`config.mk`:
```
export PLATFORM = sky130hd
export DESIGN_NAME = if_id_buffer
export DESIGN_NICKNAME = d
export VERILOG_FILES = /design/src/rtl/if_id_buffer.sv
export SDC_FILE = /design/constraint.sdc
export NUM_CORES = 1
export LEC_CHECK = 0
export CAP_MARGIN = 10
export CORE_ASPECT_RATIO = 1.5
export CORE_MARGIN = 2
export CORE_UTILIZATION = 35
export DETAILED_ROUTE_END_ITERATION = 10
export SETUP_SLACK_MARGIN = 0.02
export SLEW_MARGIN = 20
export SYNTH_ARGS = -nofsm -noshare
export SYNTH_HDL_FRONTEND = slang
export SYNTH_SLANG_ARGS = --single-unit
```
`constraint.sdc`:
```
create_clock -name clk -period 8.45 [get_ports clk]
set_input_delay 1.69 -clock clk [delete_from_list [all_inputs] [get_ports clk]]
set_output_delay 1.69 -clock clk [all_outputs]
set_load 0.02 [all_outputs]
```
`src/rtl/if_id_buffer.sv`:
```
// if_id_buffer: fetch-to-decode circular instruction FIFO with NOP fill.
// Define IF_ID_BYPASS_EN to forward fetch straight to decode when empty.
module if_id_buffer #(
   parameter int unsigned DEPTH     = 2,
   parameter logic [15:0] NOP_INSTR = 16'h0800
) (
   input  logic        clk,
   input  logic        rst,
   input  logic        fetch_valid_in,
   input  logic [15:0] fetch_instr_in,
   input  logic [15:0] fetch_pc_next_in,
   output logic        fetch_ready_out,
   input  logic        decode_stall_in,
   input  logic        flush_in,
   output logic        valid_out,
   output logic [15:0] instr_out,
   output logic [15:0] pc_next_out,
   output logic [2:0]  count_out
);

   localparam int unsigned PW = (DEPTH > 2) ? 2 : 1;

   typedef struct packed {
      logic [15:0] pc_next;
      logic [15:0] instr;
   } entry_t;

   entry_t        mem [DEPTH];
   logic [PW-1:0] wr_ptr;
   logic [PW-1:0] rd_ptr;
   logic [2:0]    count;

   logic empty;
   logic full;
   logic bypass;
   logic push;
   logic pop;
   logic wr_en;
   logic rd_en;

   assign empty           = (count == 3'd0);
   assign full            = (count >= 3'(DEPTH));
   assign fetch_ready_out = ~full;
   assign count_out       = count;

`ifdef IF_ID_BYPASS_EN
   // Forwarding is gated by reset so decode sees NOP while held in reset.
   assign bypass = rst & empty & fetch_valid_in;
`else
   assign bypass = 1'b0;
`endif

   assign push  = fetch_valid_in & ~full & ~flush_in;
   assign pop   = valid_out & ~decode_stall_in & ~flush_in;
   assign wr_en = push & ~(bypass & pop);
   assign rd_en = pop & ~bypass;

   always_comb begin
      valid_out   = 1'b0;
      instr_out   = NOP_INSTR;
      pc_next_out = 16'h0000;
      if (!empty) begin
         valid_out   = 1'b1;
         instr_out   = mem[rd_ptr].instr;
         pc_next_out = mem[rd_ptr].pc_next;
      end else if (bypass) begin
         valid_out   = 1'b1;
         instr_out   = fetch_instr_in;
         pc_next_out = fetch_pc_next_in;
      end
   end

   // Storage is never cleared; count alone decides what is live.
   always_ff @(posedge clk) begin
      if (wr_en) begin
         mem[wr_ptr] <= '{pc_next: fetch_pc_next_in,
                          instr:   fetch_instr_in};
      end
   end

   always_ff @(posedge clk or negedge rst) begin
      if (!rst) begin
         wr_ptr <= '0;
         rd_ptr <= '0;
         count  <= 3'd0;
      end else if (flush_in) begin
         wr_ptr <= '0;
         rd_ptr <= '0;
         count  <= 3'd0;
      end else begin
         if (wr_en) wr_ptr <= wr_ptr + PW'(1);
         if (rd_en) rd_ptr <= rd_ptr + PW'(1);
         unique case ({wr_en, rd_en})
            2'b10:   count <= count + 3'd1;
            2'b01:   count <= count - 3'd1;
            default: count <= count;
         endcase
      end
   end

endmodule

```
==> impl_metrics.csv, run 1 <==
group,metric,value,unit
route,drt_iter0_drc,102,
timing,rsz0062_at_grt,"false",
power,clkPwrFrac,29.9,%
clock_network,htreeDepth,3,
route,vias_per_cell,4.57,
timing,finalSetupViolCount,0,
grt,grt_pass1_vias,1707,
worst_setup_path,crit_type,"reg -> out",
die,chipWidth,76.7,um
power,p_int,886,uW
worst_setup_path,cp_max_fo,34,
final_layout,nNetsFinal,293,
logic_synthesis,synth_area_per_cell,15.7,sq um
die,rows,39,
die,initial_utilization,36.2,%
clock_network,max-clock-path-buffers,2,
route,wl_per_cell,14.7,um
clock_network,cts_hold_buf,0,
clock_network,cts_tree,"done",
power,ir_drop,175,uV
final_layout,final_cell_mix,"clkdlybuf4s50_1 (73), edfxtp_1 (64), nor2_1 (33), mux2i_1 (32), clkbuf_16 (9)",
route,final_antenna_net_count,0,
power,p_per_area,327,nW/um^2
grt,grt_pass1_wl,8280,um
clock_network,cts_root_buffer,"clkbuf_16",
timing,finalSetupTns,0,ps
power,leakage,0.00133,uW
grt,antenna_found_initial,0,
worst_setup_path,crit_required,6760,ps
timing,finalWorstSetupSlack,4430,ps
timing,max_freq,249,MHz
route,first_pass_iters,4,
place,globalplace.congestion,0.691,
clock_network,clk_latency,320,ps
grt,grtUsageTotal,12.8,%
die,dieArea,8670,sq um
logic_synthesis,yosys_register_bits,69,
logic_synthesis,synth.distinct_cells,31,
worst_setup_path,cp.arrival,2330,ps
power,p_seq_share,36.1,%
grt,gr-total-overflow,0,
worst_setup_path,critPathLaunchType,"flop",
timing,finalCriticalPeriod,4020,ps
flow_run,maxCapViolations,0,
clock_network,numCtsBuffers,9,
worst_hold_path,hold_path_class,"reg -> reg",
logic_synthesis,yosys_warnings,0,
timing,fin_crit_sh,47.6,%
die,die_h,113,um
status,run_status,"completed",
place,port_buffers,73,
place,dp_hpwl,3500,um
logic_synthesis,synth_fp_nets,215,
timing,hold_viol,0,
clock_network,cts_resized,0,
clock_network,clk_pin_slew,50,ps
power,power.total,1290,uW
route,num_vias,1650,
logic_synthesis,synthCells,177,
clock_network,cts_num_sinks,69,
place,pre_cts_ws,4710,ps
route,wirelength,5290,um
worst_setup_path,cp-end-kind,"output pin",
die,num_io_pins,74,
power,p_switching,400,uW
route,drc,0,
timing,slew_headroom,34.3,%
die,core_area,7660,sq um
final_layout,drive_gt1_share,9.27,%
final_layout,layout_commonest_cell,"clkdlybuf4s50_1",
timing,slew_violations,0,
power,swShare,31.1,%
final_layout,n_antenna_cell,0,
final_layout,syn2layout_area_growth,41.8,%
timing,skew,3.90,ps
power,combPwrFrac,34.1,%
logic_synthesis,syn-cell-area,2780,sq um
clock_network,post_cts_buffers,0,
grt,grt_max_degree,35,
timing,tightest_slew,986,ps
logic_synthesis,yosysSeqAreaShare,73.8,%
==> synth_stat cells, drive strengths merged <==
| library cell | count | share of area, % |
|---|---|---|
| a21oi | 3 | 0.54 |
| a31oi | 1 | 0.23 |
| a2bb2oi | 1 | 0.32 |
| nand2 | 1 | 0.14 |
| nor3 | 5 | 1.1 |
| xor2 | 2 | 0.63 |
| fa | 1 | 0.72 |
| nand3b | 1 | 0.27 |
| o22ai | 1 | 0.23 |
| or2 | 1 | 0.23 |
| or3b | 1 | 0.41 |
| nor2 | 33 | 4.5 |
| buf | 9 | 2.0 |
| nand2b | 1 | 0.23 |
| and2b | 1 | 0.27 |
| and3b | 1 | 0.32 |
| dfrtp | 5 | 4.5 |
| edfxtp | 64 | 69 |
| a211o | 1 | 0.32 |
| a21o | 1 | 0.27 |
| nor3b | 2 | 0.54 |
| mux2i | 32 | 12 |
| inv | 2 | 0.27 |
| or3 | 1 | 0.23 |
| clkbuf | 1 | 0.14 |
| o21ai | 5 | 0.90 |
==> worst max-delay path, stage by stage, from the launching register on <==
cell and delay, ps:
dfrtp_2 1010, mux2i_1 180, nor2_1 170, clkdlybuf4s50_1 630
==> power groups by stage <==
stage                     clock network (uW)  registers [uW]  logic (uW)
after floorplan                            0             449         262
after global placement                     0             470         442
after detailed placement                   0             472         446
after CTS                                395             465         447
after global routing                     408             470         467
final                                    384             464         438
==> metrics by stage <==
stage                     cells  instance area (sq um)  hold WS, ps  util, %
after floorplan             177                   2780          519        -
after global placement      346                   3620          557     47.3
after detailed placement    346                   3620          592     47.3
after CTS                   361                   3940          603     51.4
after global routing        361                   3940          618     51.4
final                       361                   3940          594     51.4
==> final cells by class <==
cell class                 instances  area, sq um
inverter                           2         7.51
sequential                        69         2050
tap                              102          128
clock buffer                       9          225
clock inverter                     6         88.8
multi-input combinational         96          678
timing repair buffer              77          761
fill                             688         3720
==> flip-flops by register name (all words and copies together), names as in the netlist <==
name and flops:
rd_ptr 1, count_out 3, wr_ptr 1, mem 64
==> worst paths after layout <==
kind / startpoint / depth (start not counted) / end / slack [ps]
worst min register to register: wr_ptr / 2 / wr_ptr / 590
worst max register to register: count_out[0] / 7 / count_out[1] / 6460
worst max-delay path: rd_ptr / 3 / instr_out[15] / 4430
max in group asynchronous: rst / 1 / rd_ptr / 6610
worst min-delay path: wr_ptr / 2 / wr_ptr / 590
min in group asynchronous: rst / 1 / count_out[1] / 1610
==> kinds of logic after synthesis <==
kind of cell / after synthesis / share of synthesized area [%]
AO/OA/AOI/OAI: 13 / 2.80
XOR/XNOR: 2 / 0.631
adder cells (fa/ha/maj): 1 / 0.721
buffers and inverters: 12 / 2.39
flip-flops: 69 / 73.8
multiplexers: 32 / 11.5
AND/OR/NAND/NOR: 48 / 8.16
==> per-layer routing <==
metal | up-vias | GRT usage [%] | wire, um
met4 | 0 | 6.91 | 93
met5 | - | 0 | 0
met2 | 38 | 23.4 | 3040
met3 | 6 | 3.43 | 224
met1 | 799 | 13.1 | 1930
li1 | 807 | - | -
(Power assumes the default switching activity.)
==> run 2, diff against run 1 <==
==> constraint.sdc (replaced) <==
create_clock -name clk -period 3.9 [get_ports clk]
set_input_delay 0.78 -clock clk [delete_from_list [all_inputs] [get_ports clk]]
set_output_delay 0.78 -clock clk [all_outputs]
set_load 0.02 [all_outputs]
==> run 2 against run 1 <==
  * Utilization down 0.54 points
  * Setup slack worse by 3700 ps
  * Die area unchanged
  * Critical path depth up 1
  * Cell area down 1.0%
  * Combinational power up 120%
  * Non-clock buffer count up 1
  * Sequential power up 120%
  * Register-to-register slack worse by 4600 ps
  * Cell count unchanged
  * Critical path type unchanged
  * Critical endpoint is now pc_next_out[9]
==> impl_metrics.csv, run 2 (synthesized netlist as in run 1, its figures left out) <==
group,metric,value,unit
worst_setup_path,crit_type,"reg -> out",
grt,grt_pass1_vias,1703,
place,globalplace.congestion,0.754,
power,ir_drop,323,uV
route,final_antenna_net_count,0,
route,num_vias,1692,
timing,max_freq,318,MHz
die,initial_utilization,36.2,%
timing,rsz0062_at_grt,"false",
final_layout,largest_reg_flops,64,
timing,finalWorstSetupSlack,753,ps
grt,grt_max_degree,35,
power,p_int,1800,uW
power,clkPwrFrac,25.2,%
timing,hold_viol,0,
timing,slew_headroom,34.8,%
place,port_buffers,73,
place,dp_hpwl,3530,um
worst_setup_path,cp-end-kind,"output pin",
worst_setup_path,critPathLaunchType,"flop",
timing,finalSetupTns,0,ps
clock_network,cts_hold_buf,0,
die,rows,39,
flow_run,maxCapViolations,0,
route,drc,0,
status,run_status,"completed",
final_layout,regMostFlops,"mem",
grt,grtUsageMet2,22.9,%
route,wirelength,5260,um
route,first_pass_iters,4,
die,dieArea,8670,sq um
worst_setup_path,cp_max_fo,18,
timing,fin_crit_sh,80.7,%
clock_network,cts_num_sinks,69,
grt,gr-usage-met1,13.9,%
worst_setup_path,crit_required,3120,ps
power,power.total,2650,uW
grt,antenna_found_initial,0,
final_layout,n_antenna_cell,0,
final_layout,layout_commonest_cell,"clkdlybuf4s50_1",
worst_hold_path,hold_path_class,"reg -> reg",
power,leakage,0.00132,uW
clock_network,clk_pin_slew,50,ps
final_layout,fill_cells,709,
power,p_per_area,680,nW/um^2
timing,finalCriticalPeriod,3150,ps
timing,tightest_slew,978,ps
timing,skew,4.44,ps
power,swShare,32.0,%
clock_network,cts_tree,"done",
die,num_io_pins,74,
power,p_seq_share,38.0,%
grt,gr-total-overflow,0,
worst_setup_path,cp.arrival,2370,ps
final_layout,nNetsFinal,294,
clock_network,htreeDepth,3,
clock_network,clk_latency,320,ps
die,die_h,113,um
die,chipWidth,76.7,um
power,p_switching,847,uW
clock_network,max-clock-path-buffers,2,
clock_network,numCtsBuffers,9,
route,drt_iter0_drc,73,
final_layout,syn2layout_area_growth,40.4,%
clock_network,post_cts_buffers,0,
final_layout,final_cell_mix,"clkdlybuf4s50_1 (73), edfxtp_1 (64), nor2_1 (33), mux2i_1 (32), clkbuf_16 (9)",
place,pre_cts_ws,1030,ps
route,wl_per_cell,14.6,um
die,core_area,7660,sq um
grt,grt_pass1_wl,8340,um
grt,grtUsageTotal,12.8,%
clock_network,cts_root_buffer,"clkbuf_16",
power,combPwrFrac,36.8,%
timing,finalSetupViolCount,0,
clock_network,cts_resized,0,
final_layout,drive_gt1_share,8.11,%
timing,slew_violations,0,
place,post_dp_cell_area,3650,sq um
final_layout,post-route-cell-area,3890,sq um
grt,grt_util_met3,3.43,%
grt,busiest_layer,"met2",
route,vias_per_cell,4.69,
run 2: changes by cell type in the layout (fill, tap and decap cells not counted):
cell and change:
bufinv_16 -2, clkinv_1 +2, clkinvlp_4 -2, buf_12 +1, clkbuf_1 +1, clkinv_2 +1
clkinv_4 -1, nor3b_2 -1, nor3b_4 +1
run 2: metal layers:
layer | share of wire, % | vias to the layer above | wire, um
li1 | - | 807 | -
met4 | 1.6 | 0 | 83
met1 | 38 | 839 | 2030
met5 | 0 | - | 0
met2 | 56 | 40 | 2920
met3 | 4.4 | 6 | 230
run 2: worst max-delay path, stage by stage (launching register included):
cell and delay (ps):
dfrtp_1 510, nor3_4 710, buf_12 230, nor2_1 50, clkdlybuf4s50_1 550
run 2: worst paths after layout:
check | start | endpoint | slack (ps) | cells after the start
max | count_out[0] | pc_next_out[9] | 750 | 4
min | wr_ptr | wr_ptr | 630 | 2
max reg2reg | count_out[0] | count_out[1] | 1900 | 7
min reg2reg | wr_ptr | wr_ptr | 630 | 2
max in group asynchronous | rst | rd_ptr | 2980 | 1
min in group asynchronous | rst | wr_ptr | 700 | 1
run 2: through the flow:
step | util, % | hold WS [ps] | std cells
6_report | 50.8 | 632 | 361
5_1_grt | 50.8 | 677 | 361
4_1_cts | 50.8 | 630 | 361
3_5_place_dp | 47.6 | 613 | 347
3_3_place_gp | 47.6 | 568 | 347
2_1_floorplan | - | 484 | 177
run 2: power by group through the flow:
stage / logic, uW / registers [uW] / clock network [uW]
2_1_floorplan: 568 / 971 / 0
3_3_place_gp: 983 / 1020 / 0
3_5_place_dp: 992 / 1020 / 0
4_1_cts: 996 / 1010 / 692
5_1_grt: 1040 / 1020 / 722
6_report: 976 / 1010 / 667
run 2: final cells by class:
| type | instances | area, sq um | share of cell area [%] |
|---|---|---|---|
| multi-input cells | 96 | 684 | 17.6 |
| flip-flops and latches | 69 | 2050 | 52.6 |
| clock buffers | 10 | 229 | 5.88 |
| clock inverters | 4 | 17.5 | 0.450 |
| repair buffers | 78 | 781 | 20.0 |
| well taps | 102 | 128 | 3.28 |
| inverters | 2 | 7.51 | 0.193 |
